**config.mk**
```make
export PLATFORM = sky130hd
export DESIGN_NAME = div_sequential
export DESIGN_NICKNAME = d
export VERILOG_FILES = /design/src/rtl/div_sequential.sv
export SDC_FILE = /design/constraint.sdc
export NUM_CORES = 1
export LEC_CHECK = 0
export BUFFER_PORTS_ARGS = -buffer_cell sky130_fd_sc_hd__buf_4
export CORE_ASPECT_RATIO = 0.8
export CORE_UTILIZATION = 55
export CTS_CLUSTER_SIZE = 14
export DETAILED_ROUTE_END_ITERATION = 6
export PLACE_DENSITY = 0.75
export SYNTH_ARGS = -nofsm -noshare
export SYNTH_HDL_FRONTEND = slang
export SYNTH_SLANG_ARGS = --single-unit
```
**constraint.sdc**
```tcl
create_clock -name clk -period 2.7 [get_ports clk]
set_clock_uncertainty 0.2 [all_clocks]
set_input_delay 0.27 -clock clk [delete_from_list [all_inputs] [get_ports clk]]
set_output_delay 0.27 -clock clk [all_outputs]
set_load 0.02 [all_outputs]
```
**src/rtl/div_sequential.sv**
```systemverilog
// div_sequential: restoring shift-subtract unsigned divider, one quotient bit per clock.
module div_sequential #(
  parameter int W = 4
) (
  input  logic         clk,
  input  logic         rst,
  input  logic         start,
  input  logic [W-1:0] dividend,
  input  logic [W-1:0] divisor,
  output logic         busy,
  output logic         done,
  output logic [W-1:0] quotient,
  output logic [W-1:0] remainder,
  output logic         div_by_zero
);
  localparam int CW = $clog2(W + 1);
  typedef enum logic {IDLE, CALC} state_t;
  state_t state, state_nxt;
  logic [W-1:0] q, d, q_nxt;
  logic [W:0] r, rs, trial, r_nxt;
  logic [CW-1:0] cnt;
  logic zpend, accept, last;
  // zpend marks an accepted divide-by-zero whose result is published on the following edge
  always_comb begin
    accept = state == IDLE && start && !zpend;
    last = state == CALC && cnt == CW'(1);
    state_nxt = accept && divisor != '0 ? CALC : last ? IDLE : state;
    rs = {r[W-1:0], q[W-1]};
    trial = rs - {1'b0, d};
    r_nxt = trial[W] ? rs : trial;
    q_nxt = {q[W-2:0], ~trial[W]};
  end
  always_ff @(posedge clk or negedge rst)
    if (!rst) state <= IDLE;
    else state <= state_nxt;
  always_ff @(posedge clk or negedge rst)
    if (!rst) begin
      q <= '0;
      r <= '0;
      d <= '0;
      cnt <= '0;
      zpend <= 1'b0;
      busy <= 1'b0;
      done <= 1'b0;
      quotient <= '0;
      remainder <= '0;
      div_by_zero <= 1'b0;
    end else begin
      done <= 1'b0;
      busy <= state_nxt == CALC || zpend;
      zpend <= accept && divisor == '0;
      if (zpend) begin
        quotient <= '1;
        remainder <= q;
        div_by_zero <= 1'b1;
        done <= 1'b1;
      end
      if (accept) begin
        q <= dividend;
        r <= '0;
        d <= divisor;
        cnt <= divisor != '0 ? CW'(W) : '0;
      end else if (state == CALC) begin
        q <= q_nxt;
        r <= r_nxt;
        cnt <= cnt - 1'b1;
        if (last) begin
          quotient <= q_nxt;
          remainder <= r_nxt[W-1:0];
          div_by_zero <= 1'b0;
          done <= 1'b1;
        end
      end
    end
endmodule
```
==> flow_summary.toml, run 1 <==
[outcome]
outcome = "complete, but fails checks"
violations = "design-rule violations"

[place]
post-place-ws_ns = 0.228
port_buffers = 21
post-dp-hpwl_um = 1890
gp_congestion = 0.811
place_area_um2 = 1540

[layout]
fin_nets = 178
fin_area_um2 = 1640
num_antenna_cells = 0
area_delta_synth_final_pct = 19.7
n_fill_cell = 165
drive_above_1_share = 0.233
final_common_cell = "dfrtp_1"
final_cell_mix = "dfrtp_1, buf_4, nand2_1"

[die]
rows = 15
io_pins = 22
start_util = 0.609
dieArea_um2 = 2700
die_x_um = 57.9
die_y_um = 46.7
core_um2 = 2250

[global_route]
grt_max_degree = 29
overflow = 0
grt_pass1_wl_um = 4430
antenna_found_initial = 0
gr-usage-met1 = 0.308
grt.busiest_layer = "met2"
groute.layer.met3.usage = 0.0618
grt_usage = 0.228
grt_pass1_vias = 954
use_met2 = 0.382

[synthesis]
synth.distinct_cells = 31
synth_warnings = 0
ys.flop_type = "dfrtp_1"
synth_area_um2 = 1370
synth-seq-area-share = 0.510
syn_inst = 134
async_flop_share = 1.00
ys_seq_elements = 28
syn_nets = 152
synth_edf_count = 0
syn_avg_cell_area_um2 = 10.2

[clock_tree]
clk_pin_slew_ns = 0.15
insertion_delay_ns = 0.33
cts_sinks = 28
ctsRootBufferMaster = "clkbuf_4"
numCtsBuffers = 3
cts_tree = "yes"
cts_buffer_depth = 2
cts-htree-levels = 1

[detailed_routing]
drt_pass1_iterations = 7
initialDrtViolationCount = 35
via_count = 996
wl_per_cell_um = 14.8
drtAntennaViolNets = 0
drc = 1
vias_per_cell = 5.41
totalWireLength_um = 2720

[pwr]
power_density_nw_per_um2 = 1330
peakVddDrop_mv = 0.972
p_leak_nw = 0.790

[sta]
timing.final.ws_setup_ns = 0.185
fmax_mhz = 398
final.min_clock_period_ns = 2.51
setup_viol = 0
slew_headroom = 0.626
rsz0062_at_grt = "false"
maxSlewViolCount = 0
hold_viol_final = 0
fin_crit_sh = 0.931
finalSetupTns_ns = 0
worst_pin_slew_ns = 0.560

[critical_path]
required_ns = 2.76
end_kind = "flop"
arrival_ns = 2.58
worstPathMaxFanout = 6
startpoint_type = "flop"
criticalPathCategory = "flop to flop"

[flow_run]
cap_violations = 0

[worst_hold_path]
hp-class = "input port to flop"
## cell type report
| class | instances | area (um2) | share of cell area |
|---|---|---|---|
| Clock buffer | 3 | 22.5 | 0.0137 |
| Clock inverter | 1 | 30.0 | 0.0183 |
| Inverter | 8 | 30.0 | 0.0183 |
| Multi-Input combinational cell | 93 | 621 | 0.378 |
| Sequential cell | 28 | 701 | 0.427 |
| Tap cell | 25 | 31.3 | 0.0190 |
| Timing Repair Buffer | 26 | 208 | 0.126 |
## per-stage QoR
step           hold slack (ns)  instances  total power [mW]   util
2_1_floorplan           -0.226        134              1.60      -
3_3_place_gp           0.00307        175              1.86  0.684
3_5_place_dp           0.00455        175              1.90  0.684
4_1_cts                 0.0141        184              2.19  0.729
5_1_grt                 0.0611        184              2.35  0.729
6_report                0.0153        184              2.19  0.729
## worst max-delay path, stage by stage, from the launching register on
cell and delay [ns]:
dfrtp_1 0.38, inv_1 0.08, ha_1 0.23, fa_1 0.39
nand2b_1 0.17, a21oi_2 0.22, xor2_4 0.30, mux2_4 0.34
o21ai_1 0.14
## metal layers
layer / vias up / part of all wire / wire length, um
met2: 19 / 0.45 / 1220
met5: - / 0 / 0
met1: 479 / 0.51 / 1380
met3: 2 / 0.038 / 102
li1: 496 / - / -
met4: 0 / 0.0051 / 14
## final timing paths
check | from | end | slack (ns) | cells past startpoint
setup / recovery | q[3] | remainder[0] | 0.19 | 8
hold / removal | dividend[1] | q[1] | 0.02 | 3
setup reg to reg | q[3] | remainder[0] | 0.19 | 8
hold reg to reg | div_by_zero | div_by_zero | 0.30 | 1
max in group asynchronous | rst | r[2] | 1.87 | 2
min in group asynchronous | rst | cnt[1] | 0.16 | 2
## synthesized netlist by cell type, types with 2 or more instances
| library cell | count | area [um2] |
|---|---|---|
| clkbuf_1 | 2 | 7.51 |
| dfrtp_1 | 28 | 701 |
| buf_2 | 2 | 10.0 |
| mux2_2 | 5 | 56.3 |
| ha_1 | 6 | 75.1 |
| nand3_1 | 2 | 10.0 |
| nand2b_1 | 4 | 25.0 |
| xnor2_1 | 2 | 17.5 |
| mux2i_1 | 5 | 50.1 |
| o21ai_0 | 9 | 45.0 |
| a21oi_1 | 6 | 30.0 |
| nand2_1 | 17 | 63.8 |
| inv_1 | 7 | 26.3 |
| nor2_1 | 14 | 52.6 |
| mux2_4 | 2 | 30.0 |
| o21ai_1 | 8 | 40.0 |
## state kept, by name, summed over array words and instances, names as in the netlist
| register | flops |
|---|---|
| busy | 1 |
| done | 1 |
| quotient | 4 |
| div_by_zero | 1 |
| state | 1 |
| zpend | 1 |
| d | 4 |
| r | 4 |
| cnt | 3 |
| q | 4 |
| remainder | 4 |
## timing repair
item                                   CTS  global route
setup buffers                            0             0
gates resized for setup                  0             0
hold buffers                             5             0
endpoints found under the hold margin   32             0
## report_power, final
part,internal (mW),switching [mW],leakage [nW]
sequential,0.613,0.159,0.343
clock,0.150,0.125,0.0279
combinational,0.539,0.600,0.420
## cells by family (layout without fill, tap and decap cells)
kind of cell    count (synthesis)  in the layout  share of synthesized area
mux                            12             12                     0.0994
xor+xnor                        4              4                     0.0392
simple gates                   43             43                      0.138
buf+inv                        13             38                     0.0374
flops                          28             28                      0.510
compound gates                 27             27                      0.107
fa+ha+maj                       7              7                     0.0693
Note: power is estimated with default switching activity, not from simulation.
==> run 2, diff against run 1 <==
ABC_AREA = 1   (was default)
GPL_ROUTABILITY_DRIVEN = 0   (was default)
==> run 2 against run 1 <==
Compared with the run above: the flow still finishes with violations (design-rule violations); clock power down 30%; synthesized cell count up 19%; cell area up 0.69%; die area up 0.62%; power about the same.
==> flow_summary.toml, run 2 <==
[synthesis]
synth_most_common_cell = "nand2_1"
syn_nets = 178
synth_top_area_share = 0.507
synth_edf_count = 0
syn_avg_cell_area_um2 = 8.63
synth.distinct_cells = 24
synth_top_area_cell = "dfrtp_1"
ys_seq_elements = 28
ys.flop_type = "dfrtp_1"
synth_top_cells_by_count = "nand2_1, dfrtp_1, inv_1"
synth-seq-area-share = 0.507
syn_inst = 160
synth_warnings = 0
async_flop_share = 1.00
synth_area_um2 = 1380
yosys-top-cells-area = "dfrtp_1, nand2_1, inv_1, ha_1, nand3_1"

[sta]
fmax_mhz = 484
hold_viol_final = 0
fin_crit_sh = 0.766
rsz0062_at_grt = "false"
finalSetupTns_ns = 0
worst_pin_slew_ns = 0.475
final.min_clock_period_ns = 2.07
setup_viol = 0
maxSlewViolCount = 0
slew_headroom = 0.682

[clock_tree]
clk_pin_slew_ns = 0.13
cts-htree-levels = 1
ctsResizeCount = 0
cts_sinks = 28
holdBufCountCts = 6
postCtsSetupBuffers = 0
cts_tree = "yes"
cts_buffer_depth = 2
insertion_delay_ns = 0.31
numCtsBuffers = 3
ctsRootBufferMaster = "clkbuf_4"

[global_route]
antenna_found_initial = 0
overflow = 0
grt_max_degree = 29
grt_usage = 0.226
grt_pass1_vias = 1064
grt_pass1_wl_um = 4520

[pwr]
p_leak_nw = 0.858
pwr-share-seq = 0.350
peakVddDrop_mv = 0.696
power_density_nw_per_um2 = 1320
power.clock.fraction = 0.088
internal_power_mw = 1.19
switching_share = 0.458
power_frac_comb = 0.562
switchingPower_mw = 1.00

[die]
start_util = 0.613
die_x_um = 58.0
core_um2 = 2250
dieArea_um2 = 2720
io_pins = 22
rows = 15
die_y_um = 46.8

[detailed_routing]
drt_pass1_iterations = 7
totalWireLength_um = 2740
vias_per_cell = 5.36
via_count = 1142
initialDrtViolationCount = 32
wl_per_cell_um = 12.8
drtAntennaViolNets = 0
drc = 1

[place]
placed_cells = 203
place_area_um2 = 1560
post-dp-hpwl_um = 2110
port_buffers = 21

[outcome]
outcome = "complete, but fails checks"
violations = "design-rule violations"

[critical_path]
arrival_ns = 2.09
cpPeakStageDelay_ns = 0.40
criticalPathCategory = "flop to flop"
crit_buf_inv = 2
end_kind = "flop"
required_ns = 2.72
startpoint_type = "flop"
cp_cell_sequence = "inv_1 > ha_1 > fa_1 > inv_1 > nand2_1 > nand2_1 > nand3_2 > nand2_2 > nand2_1 > nand3_1 > nand2_1"
worstPathMaxFanout = 6
slowest_stage = "fa_1"
path_delay_family = "adder cells"
cp_common_cell = "nand2_1"

[layout]
stdcell_count = 213
area_delta_synth_final_pct = 19.7
fin_nets = 207
final_cell_mix = "nand2_1, dfrtp_1, inv_1"
final_common_cell = "nand2_1"
num_antenna_cells = 0
fin_area_um2 = 1650
drive_above_1_share = 0.176
fin_util = 0.734

[flow_run]
cap_violations = 0

[worst_hold_path]
hp-class = "input port to flop"
[run 2: cell count changes after synthesis, moves of 6 or more]
cell / previous run / this run
nand3_1: 2 / 15
nand2_1: 17 / 39
inv_1: 7 / 22
o21ai_1: 8 / 0
o211ai_1: 0 / 6
[run 2: worst min-delay path, stage by stage]
cell     delay, ns
buf_4         0.11
inv_1         0.05
o21ai_0       0.08
[run 2: final cells by class]
| type | instances | area [um2] |
|---|---|---|
| flip-flops and latches | 28 | 701 |
| fillers | 175 | 598 |
| inverters | 25 | 93.8 |
| clock buffers | 4 | 36.3 |
| well taps | 25 | 31.3 |
| repair buffers | 27 | 218 |
| multi-input cells | 104 | 574 |
[run 2: cells by family (layout without fill, tap and decap cells)]
logic type                 count (synthesis)  count (layout)  share of synthesized area
and+or+nand+nor                           71              71                      0.230
DFF                                       28              28                      0.507
buffers and inverters                     28              56                     0.0770
AOI/OAI and AO/OA                         24              24                      0.104
adders and majority gates                  7               7                     0.0688
xor gates and xnor gates                   2               2                     0.0127
[run 2: final timing paths]
path	start	to	slack [ns]	depth (start not counted)
min in group asynchronous	rst	r[2]	0.18	2
worst max-delay path	q[3]	remainder[2]	0.63	11
max in group asynchronous	rst	d[3]	1.86	2
worst min-delay path	divisor[3]	d[3]	0.03	3
worst max register to register	q[3]	remainder[2]	0.63	11
worst min register to register	d[3]	d[3]	0.31	2
[run 2: through the flow]
step / power, mW / hold slack (ns) / worst slack (ns)
5_1_grt: 2.39 / 0.0155 / 0.485
3_5_place_dp: 1.99 / 0.00390 / 0.658
6_report: 2.19 / 0.0259 / 0.632
4_1_cts: 2.20 / 0.00469 / 0.627
3_3_place_gp: 1.94 / -0.000412 / 0.746
2_1_floorplan: 1.64 / -0.226 / 0.819
[run 2: metal layers]
layer,track usage,vias to the layer above,part of all wire
li1,-,576,-
met1,0.298,536,0.46
met2,0.405,30,0.49
met3,0.0496,0,0.048
met4,0.0286,0,0
met5,0,-,0
[run 2: power by group through the flow]
stage	Combinational [mW]	Sequential, mW	Clock, mW
after floorplan	0.823	0.821	0
after global placement	1.17	0.767	0
after detailed placement	1.22	0.776	0
after CTS	1.23	0.765	0.203
after global routing	1.39	0.788	0.216
final	1.23	0.766	0.193
==> run 3, diff against run 2 <==
ABC_AREA = 0   (was 1)
clock period = 2 ns   (was 2.7 ns; I/O delays follow)
==> run 3 against run 2 <==
Compared with the run above: the run ends with negative setup slack left; sequential share of layout area fell by 4.2 points; sequential cell count did not move; worst hold slack improved by 0.0064 ns; die area fell by 0.62%; cell area rose by 11%; largest power group unchanged.
==> flow_summary.toml, run 3 (synthesis results as in run 1) <==
[outcome]
outcome = "complete, but fails checks"
violations = "negative setup slack"

[worst_hold_path]
hold_end = "q[3]"
hold_depth = 3
hp-class = "input port to flop"
hp-start = "dividend[3]"

[sta]
timing.final.ws_setup_ns = -0.337
worst_pin_slew_ns = 0.608
fin_crit_sh = 1.17
slew_headroom = 0.594
fmax_mhz = 428
finalSetupTns_ns = -2.50
final.min_clock_period_ns = 2.34
rsz0062_at_grt = "true"
setup_viol = 10
maxSlewViolCount = 0
hold_viol_final = 0

[clock_tree]
ctsRootBufferMaster = "clkbuf_4"
clk_pin_slew_ns = 0.14
cts_tree = "yes"
numCtsBuffers = 3
cts_sinks = 28
cts-htree-levels = 1
cts_buffer_depth = 2
insertion_delay_ns = 0.35

[pwr]
switching_share = 0.408
power_density_nw_per_um2 = 1940
power_frac_comb = 0.607
pwr-share-seq = 0.286
power.total_mw = 3.56
power.clock.fraction = 0.107
p_leak_nw = 0.888
switchingPower_mw = 1.45
internal_power_mw = 2.11
peakVddDrop_mv = 1.48

[layout]
final_common_cell = "buf_4"
num_antenna_cells = 0
final_cell_mix = "buf_4, dfrtp_1, nand2_1"
ff_latch_area_um2 = 701
stdcell_count = 202
drive_above_1_share = 0.345
fin_util = 0.816
n_fill_cell = 139
area_delta_synth_final_pct = 33.9
multi_input_area_um2 = 669
fin_nets = 196

[die]
die_x_um = 57.9
core_um2 = 2250
start_util = 0.609
dieArea_um2 = 2700
die_y_um = 46.7
io_pins = 22
rows = 15

[place]
post-dp-hpwl_um = 2150
placed_cells = 185
port_buffers = 21

[critical_path]
reg2reg_depth = 7
reg2reg_to = "remainder[1]"
reg2reg_setup_slack_ns = -0.34
slowest_stage = "dfrtp_1"
required_ns = 2.06
cpPeakStageDelay_ns = 0.44
worstPathMaxFanout = 5
startpoint = "d[0]"
worstReg2RegStart = "d[0]"
crit_buf_inv = 0
end_kind = "flop"
path_delay_family = "adder cells"
startpoint_type = "flop"
cp_cell_sequence = "ha_4 > fa_2 > nand2b_4 > a21oi_4 > xor2_4 > mux2_4 > o21ai_2"
criticalPathCategory = "flop to flop"
arrival_ns = 2.40

[flow_run]
cap_violations = 0

[detailed_routing]
drtAntennaViolNets = 0
drc = 0
drt_pass1_iterations = 6
wl_per_cell_um = 16.5
via_count = 1114
vias_per_cell = 5.51
initialDrtViolationCount = 36
totalWireLength_um = 3340

[global_route]
grt_max_degree = 29
grt_pass1_vias = 1105
antenna_found_initial = 0
grt.busiest_layer = "met2"
grt_usage = 0.277
groute.layer.met3.usage = 0.0618
overflow = 0
grt_pass1_wl_um = 5260
gr-usage-met1 = 0.334
use_met2 = 0.499
run 3: changes by cell type in the layout (fill, tap and decap cells not counted), moves of 4 or more:
| cell | previous run | this run |
|---|---|---|
| inv_1 | 22 | 6 |
| o21ai_1 | 0 | 4 |
| o21ai_2 | 0 | 4 |
| nand3_1 | 15 | 2 |
| mux2_2 | 0 | 5 |
| buf_4 | 21 | 35 |
| o211ai_1 | 6 | 0 |
| nor2_1 | 10 | 14 |
| nand2_1 | 39 | 17 |
| mux2i_1 | 0 | 4 |
run 3: worst reg2reg max path, stage by stage, from the launching register on:
cell and delay, ns:
dfrtp_1 0.44, ha_4 0.17, fa_2 0.34, nand2b_4 0.16
a21oi_4 0.17, xor2_4 0.27, mux2_4 0.36, o21ai_2 0.16
run 3: layer usage:
layer / wire length (um) / share of wire / vias up
met5: 0 / 0 / -
met4: 80 / 0.024 / 0
met3: 153 / 0.046 / 8
met2: 1610 / 0.48 / 34
met1: 1490 / 0.45 / 542
li1: - / - / 530
run 3: final cells by class:
type	instances	area share
Timing Repair Buffer	44	0.193
Clock inverter	1	0.0163
Sequential cell	28	0.381
Multi-Input combinational cell	93	0.364
Clock buffer	3	0.0123
Tap cell	25	0.0170
Inverter	8	0.0163
run 3: per-stage QoR:
stage	hold slack [ns]	cell area [um2]	setup slack [ns]
finish	0.0323	1840	-0.337
global route	0.0403	1840	-0.396
CTS	0.0295	1820	-0.256
detailed placement	-0.0644	1650	-0.276
global placement	-0.0646	1650	-0.219
floorplan	-0.296	1400	-0.180
run 3: what timing repair did:
item,in CTS,in global routing
setup buffers,4,2
pin swaps,2,1
hold endpoints to repair,36,0
resized for setup,4,2
endpoints found under the setup margin,10,10
hold buffers,8,0
run 3: worst max path at each step:
stage	endpoint	depth (start not counted)	slack, ns
2_1_floorplan	r[0]	7	-0.18
3_3_place_gp	r[0]	7	-0.22
3_5_place_dp	remainder[2]	7	-0.28
4_1_cts	remainder[2]	7	-0.26
5_1_grt	remainder[1]	8	-0.40
6_report	remainder[1]	7	-0.34
run 3: power groups by stage:
stage	Combinational [mW]	Sequential [mW]	Clock, mW
6_report	2.16	1.02	0.381
5_1_grt	2.34	1.05	0.396
4_1_cts	2.00	1.01	0.385
3_5_place_dp	1.85	1.03	0
3_3_place_gp	1.78	1.01	0
2_1_floorplan	1.15	1.11	0
